## config.mk

```make
export PLATFORM = sky130hd
export DESIGN_NAME = regfile_scoreboard
export DESIGN_NICKNAME = d
export VERILOG_FILES = /design/src/rtl/regfile_scoreboard.sv
export SDC_FILE = /design/constraint.sdc
export NUM_CORES = 2
export LEC_CHECK = 0
export BUFFER_PORTS_ARGS = -buffer_cell sky130_fd_sc_hd__buf_2
export CORE_MARGIN = 8
export CORE_UTILIZATION = 60
export DETAILED_ROUTE_END_ITERATION = 6
export PLACE_DENSITY = 0.73
export SLEW_MARGIN = 25
export SYNTH_ARGS = -nofsm -noshare
export SYNTH_HDL_FRONTEND = slang
export SYNTH_SLANG_ARGS = --single-unit
```

## constraint.sdc

```tcl
create_clock -name clk -period 3.5 [get_ports clk]
set_clock_uncertainty 0.2 [all_clocks]
set_input_delay 0.7 -clock clk [delete_from_list [all_inputs] [get_ports clk]]
set_output_delay 0.7 -clock clk [all_outputs]
set_load 0.005 [all_outputs]
```

## src/rtl/regfile_scoreboard.sv

```systemverilog
// Register file with per-register busy scoreboard; zero-latency reads, writes/issues update on the clk edge; x0 hardwired to zero.
// Issue backpressure: iss_ready drops while the destination is busy unless a same-cycle write frees it; REGFILE_BYPASS_EN enables write-through reads.
module regfile_scoreboard #(
   parameter int XLEN  = 32,
   parameter int NREGS = 32,
   parameter int NREAD = 2,
   localparam int AW   = $clog2(NREGS)
) (
   input  logic                  clk,
   input  logic                  rst,
   input  logic [NREAD*AW-1:0]   rs_addr,
   output logic [NREAD*XLEN-1:0] rs_data,
   output logic [NREAD-1:0]      rs_busy,
   input  logic                  we,
   input  logic [AW-1:0]         rd_addr,
   input  logic [XLEN-1:0]       wd,
   input  logic                  iss_valid,
   input  logic [AW-1:0]         iss_rd,
   output logic                  iss_ready,
   output logic [NREGS-1:0]      busy_vec
);

   logic [XLEN-1:0]  regs [NREGS];
   logic [NREGS-1:0] busy;
   logic             wr_en;
   logic             iss_fire;

   assign wr_en     = we && (rd_addr != '0);
   assign iss_ready = !busy[iss_rd] || (wr_en && (rd_addr == iss_rd));
   assign iss_fire  = iss_valid && iss_ready && (iss_rd != '0);
   assign busy_vec  = busy;

   // Entry 0 is never written, so it stays at its reset value of zero.
   always_ff @(posedge clk or negedge rst) begin
      if (!rst) begin
         for (int k = 0; k < NREGS; k++) regs[k] <= '0;
      end else if (wr_en) begin
         regs[rd_addr] <= wd;
      end
   end

   // Clear first, then set, so an issue on the same edge as its write leaves the register busy.
   always_ff @(posedge clk or negedge rst) begin
      if (!rst) begin
         busy <= '0;
      end else begin
         if (wr_en)    busy[rd_addr] <= 1'b0;
         if (iss_fire) busy[iss_rd]  <= 1'b1;
      end
   end

   for (genvar i = 0; i < NREAD; i++) begin : g_read
      logic [AW-1:0] addr;
      assign addr = rs_addr[i*AW +: AW];
`ifdef REGFILE_BYPASS_EN
      logic byp;
      // Gated by rst so the outputs stay zero while reset is held.
      assign byp = wr_en && (addr == rd_addr) && rst;
      assign rs_data[i*XLEN +: XLEN] = byp ? wd : regs[addr];
      assign rs_busy[i]              = busy[addr] && !byp;
`else
      assign rs_data[i*XLEN +: XLEN] = regs[addr];
      assign rs_busy[i]              = busy[addr];
`endif
   end

endmodule

```

# After elaboration in Yosys (flattened, before gate mapping)
# Index checks and enable logic that the tools add are counted.
[word_totals]
reg_bits = 1056
latchBits = 0
ram_bits = 0
romBits = 0
out_inout_bits = 99
word_cells = 82
mem_count = 0
[classes]
addsub = 0
mul = 0
div = 0
n_lt_le_gt_ge = 10
n_eq_ne = 1
shifts = 0
muxes = 21
bitwise = 6
reduce_logical = 11
[ops]
columns = ["op", "n"]
rows = [
  ["bitwise mux 1024 bit", 1],
  ["binary-select mux 32 bit (select 5 bit)", 2],
  ["two-way mux 32 bit", 7],
  ["demux 32 bit (select 5 bit)", 1],
  ["bitwise AND 32 bit", 1],
  ["NOT 32 bit", 1],
  ["bitwise OR 32 bit", 1],
  ["less-than comparator 5 x 6 -> 1 bit (second input constant)", 4],
  ["greater-or-equal comparator 6 bit (second input constant)", 3],
  ["NOT 5 -> 6 bit", 3],
  ["binary-select mux 1 bit (select 5 bit)", 3],
  ["demux 1 bit (select 5 bit)", 2],
  ["greater-or-equal comparator 5 x 1 -> 1 bit (second input constant)", 2],
  ["nonzero test 5 bit", 2],
  ["logical AND 1 bit", 7],
  ["less-than comparator 6 x 1 -> 1 bit (second input constant)", 1],
  ["== test 5 bit", 1],
  ["two-way mux 1 bit", 5],
  ["zero test 1 bit", 1],
  ["logical OR 1 bit", 1],
]

# Longest topological paths before layout
[depth]
depth_word = 9
ltp_mapped = 9

# Worst setup path before layout
# Ideal clock, no wire load.
[synth_path]
path_kind = "input to output"
start = "input port rs_addr[0]"
end = "output port rs_busy[0]"
arrival_ns = 2.470
required_time_ns = 2.600
slack_ns = 0.130
stages = 6
path_buffers = 3
cell_sequence = "buf_2 > buf_6 > buf_2 > mux4_2 > mux4_2 > mux2_2"
[synth_via]
elab_chain_len = 2
[synth_lines]
columns = ["element", "line_no", "source"]
rows = [
  ["from (decl)", "11", "input logic [NREAD*AW-1:0] rs_addr,"],
  ["binary-select mux 1 bit (select 5 bit)", "63", "assign rs_busy[i] = busy[addr];"],
  ["two-way mux 1 bit (not written as such)", "63", ""],
  ["to (decl)", "13", "output logic [NREAD-1:0] rs_busy,"],
]
# Every way passes these cells. The select of a mux whose other input is x is not followed.

# Worst setup path in the final report
[layout_path]
start = "input port rs_addr[5]"
end = "output port rs_data[53]"
[layout_via]
elab_chain_len = 4
[layout_lines]
columns = ["element", "line_no", "source"]
rows = [
  ["NOT 5 -> 6 bit (not written as such)", "62", "assign rs_data[i*XLEN +: XLEN] = regs[addr];"],
  ["binary-select mux 32 bit (select 5 bit)", "62", ""],
  ["two-way mux 32 bit (not written as such) (2 in a row)", "62", ""],
  ["to (decl)", "12", "output logic [NREAD*XLEN-1:0] rs_data,"],
]
# Every way passes these cells. The select of a mux whose other input is x is not followed.

==> impl.org <==
** Placed design
- The congestion estimate from routability-driven global placement came to 0.889.
- Final HPWL DP :: 104 mm
- Prior to clock tree synthesis, the placed netlist has a worst setup slack of -0.210 ns.
- The count of buffers added on input and output ports is 154.
- Placed cell count :: 4658

** Drt
- Wire per inst :: 35.0 um
- Before antenna repair, the detailed router went through 7 iterations.
- The detailed router finished its first iteration with 4153 violations.
- In this run the remaining antenna-violating nets after routing total 0.
- In the routed design, unresolved DRC markers number 0.
- Total Wirelength :: 173 mm
- Via count :: 35800
- Using the TritonRoute via totals, the vias-per-cell ratio works out to 7.26.

** Synth
- Cell area after synthesis :: 56200 um^2
- Cell variety after synth :: 44
- Most used flip-flop cell after synthesis :: dfrtp_1
- Most numerous cell types in the synthesized netlist :: mux2_2, dfrtp_1, mux4_2, clkbuf_1, buf_2
- After synthesis, the share of flip-flops with an asynchronous set or reset is 1.00.
- Most area-hungry cell type in the Yosys netlist :: dfrtp_1
- Number of flip-flops and latches in the synthesized netlist :: 1056
- Warnings, synthesis :: 0
- Count of flip-flops with a built-in enable after synthesis :: 0
- A synthesized cell averages 16.6 um^2.
- Count of mapped cells out of synthesis :: 3378
- When the netlist entered floorplanning its net count stood at 3434.
- Sequential cell area fraction in the yosys report :: 0.470
- Area share of the leading cell type in the synthesized netlist :: 0.470
- After synthesis, the cell types taking the most area are dfrtp_1, mux4_2, mux2_2.
- Most numerous cell in the Yosys netlist :: mux2_2

** Pwr
- Proportion of total power due to net switching :: 0.268
- Summed over all cells, the static leakage comes to 28.6 nW.
- Share of total power in combinational logic :: 0.232
- In this run the power spent charging and discharging nets is 10.1 mW.
- Register share of total power :: 0.439
- Max VDD drop :: 534 uV
- Power density of the placed cells :: 565 nW/um^2
- P_int :: 27.5 mW
- Summing internal, switching and leakage power gives 37.5 mW.
- Of the total power, the clock network draws 0.329.

** STA
- Unrepaired setup endpoints after global routing :: true
- Slew Limit Fails :: 0
- Subtracting the final worst setup slack from the clock period gives 3.61 ns.
- After routing, the total negative slack on setup checks comes to -2.52 ns.
- Rel. slew slack :: 0.272
- In the finished design, the share of the clock period the worst path needs comes to 1.03.
- Post-layout worst setup margin :: -0.112 ns
- Slew at the pin with the worst max-slew slack :: 1.09 ns
- The number of endpoints with negative hold slack in the final report is 0.
- Number of setup violations in the final report :: 56
- Based on the critical path, the design can be clocked at up to 277 MHz.

** Floorplanning
- Effective utilization at floorplan :: 0.604
- The core region is 93000 um^2.
- In this run the count of I/O pins placed on the die edge is 155.
- From bottom edge to top edge, the die measures 322 um.
- After floorplanning, the core was divided into 112 placement rows.
- From left edge to right edge, the die measures 322 um.
- The die covers 104000 um^2.

** GRT
- Entering global routing, the biggest net connects 86 pins.
- For met3 alone, demand over resource in global routing was 0.0782.
- Antenna violations before repair :: 9
- In the global route stage, overall resource usage came out at 0.335.
- The number of global-route vias before repair was 37900.
- The first global-routing pass estimated 257 mm of wire.
- Summed over all layers, the global routing overflow is 0.
- Peak-usage layer in the global routing report :: met2
- Grt met1 use :: 0.474
- For this run, global-route usage on met2 was measured as 0.514.

** Worst setup path
- Cell-by-cell listing of the critical path :: buf_16, clkbuf_16, buf_4, mux4_2, mux4_2, mux2_4, buf_6
- Setup crit start :: rs_addr[5]
- The endpoint identified for the worst register-to-register timing path is busy_vec[7].
- Measured in cells, the most critical reg-to-reg path has a length of 5.
- Setup crit end :: rs_data[53]
- Worst R2R Setup Slack :: 1.15 ns
- Type of element capturing the critical path :: primary output
- Among the stages of the critical path, the cell type that occurs most often is mux4_2.
- CP bufs+invs :: 4
- STA puts the critical path data required time at 2.60 ns.
- Launching element type of the critical path :: primary input
- The slowest stage of the critical path belongs to the cell mux4_2.
- Instance count on the critical path :: 7
- Critical path arrival :: 2.71 ns
- Biggest fanout along the worst timing path :: 7
- The worst register-to-register path begins at busy_vec[31].
- Crit Path Class :: in -> out
- For this run, the slowest stage of the critical path takes 0.51 ns.
- Cell type group with the largest total delay on the critical path :: multiplexers

** Final layout
- Final std cells w/o fill :: 4930
- Layout overhead on the synthesized area :: 18.1%
- Layout Utilization :: 0.713
- Fraction of layout instances using a drive strength above 1 :: 0.661
- The final layout contains 3634 nets.

** Clocking
- Number of buffers on the longest clock path :: 3
- Buffers inserted during clock tree synthesis total 113.
- Total clock sinks :: 1056
- TritonCTS built the clock tree.
- Worst-Skew Late Latency :: 0.70 ns
- The H-tree generated during clock tree synthesis spans 3 levels.
- CTS placed an instance of clkbuf_16 at the clock tree root.
- Clock transition at the registers of the reported paths :: 0.06 ns

** Status
- The final reports fail on negative setup slack.
- The run finished, with violations left.

** Job
- Number of max-cap violations :: 0

** Min path
- The worst hold path belongs to the class reg -> reg.
==> layer usage <==
metal,vias up,wire length [um]
li1,13700,-
met5,-,13
met2,2093,80900
met1,19500,67100
met4,2,8120
met3,498,16500
==> timing repair <==
item,4_1_cts,5_1_grt
hold buffers,1,0
setup endpoints to repair,66,65
cloned,19,7
gates resized for setup,188,62
buffers inserted,32,8
hold endpoints to repair,27,0
==> power groups by stage <==
stage,logic [mW],clock network (mW),registers (mW)
5_1_grt,9.19,12.9,16.7
2_1_floorplan,5.85,0,15.9
6_report,8.71,12.3,16.5
3_5_place_dp,8.05,0,16.6
3_3_place_gp,7.76,0,16.3
4_1_cts,8.58,12.5,16.4
==> cell families after synthesis <==
| family | synth area share |
|---|---|
| AO/OA/AOI/OAI | 0.00750 |
| XOR/XNOR | 0.000623 |
| buffers and inverters | 0.0307 |
| flip-flops | 0.470 |
| multiplexers | 0.480 |
| AND/OR/NAND/NOR | 0.0115 |
==> layout by cell type (no fill, tap or decap), types with 5 or more instances in the layout <==
cell,Yosys,layout
dfrtp_1,1056,1056
mux2_2,1058,1002
mux4_2,660,660
buf_4,12,130
buf_12,0,127
clkbuf_16,0,124
buf_2,80,88
buf_6,7,82
mux2_4,0,56
clkinv_2,0,28
clkbuf_1,251,26
buf_16,0,26
buf_8,0,22
nand2_1,29,18
mux2i_1,17,17
clkbuf_8,0,16
o21ai_0,15,15
nand2b_1,12,12
bufinv_16,0,12
nor2_1,22,11
nor2_4,0,11
nand2_2,0,11
a21oi_1,10,10
o31ai_1,10,10
inv_1,9,9
nor2b_1,8,8
diode_2,0,7
o32ai_1,7,7
nand3b_1,5,5
nor3_2,2,5
==> worst register-to-register path: cells and delay by family, from the launching register on <==
| kind | cells | cell delay, ns |
|---|---|---|
| and+or+nand+nor | 2 | 0.59 |
| AOI/OAI and AO/OA | 2 | 0.83 |
| DFF | 1 | 0.47 |
| muxes | 1 | 0.17 |
==> worst min path at each step <==
stage / from / endpoint / slack (ns) / cells past startpoint
floorplan: rst / busy_vec[0] / 0.20 / 0
detailed placement: regs[1000] / regs[1000] / 0.18 / 0
CTS: regs[1000] / regs[1000] / 0.20 / 0
finish: regs[997] / regs[997] / 0.19 / 0
global route: regs[1019] / regs[1019] / 0.21 / 0
global placement: regs[992] / regs[992] / 0.18 / 0
==> layout make-up <==
cell class              count  area [um^2]
diodes                      7         17.5
clock buffers             159         3250
clock inverters            47          558
fillers                  5709        26700
inverters                   9         33.8
multi-input cells        1915        28400
flip-flops and latches   1056        26400
well taps                1254         1570
repair buffers            483         6110
==> sequential cells by signal, summed over array words and instances (netlist names) <==
register,cells
busy_vec,32
regs,1024
==> through the flow <==
step	hold slack [ns]	instance area (um^2)
2_1_floorplan	0.204	56200
3_3_place_gp	0.176	60700
3_5_place_dp	0.184	60700
4_1_cts	0.198	66000
5_1_grt	0.214	66400
6_report	0.195	66400
No activity file was read; power rests on OpenSTA's default activity.
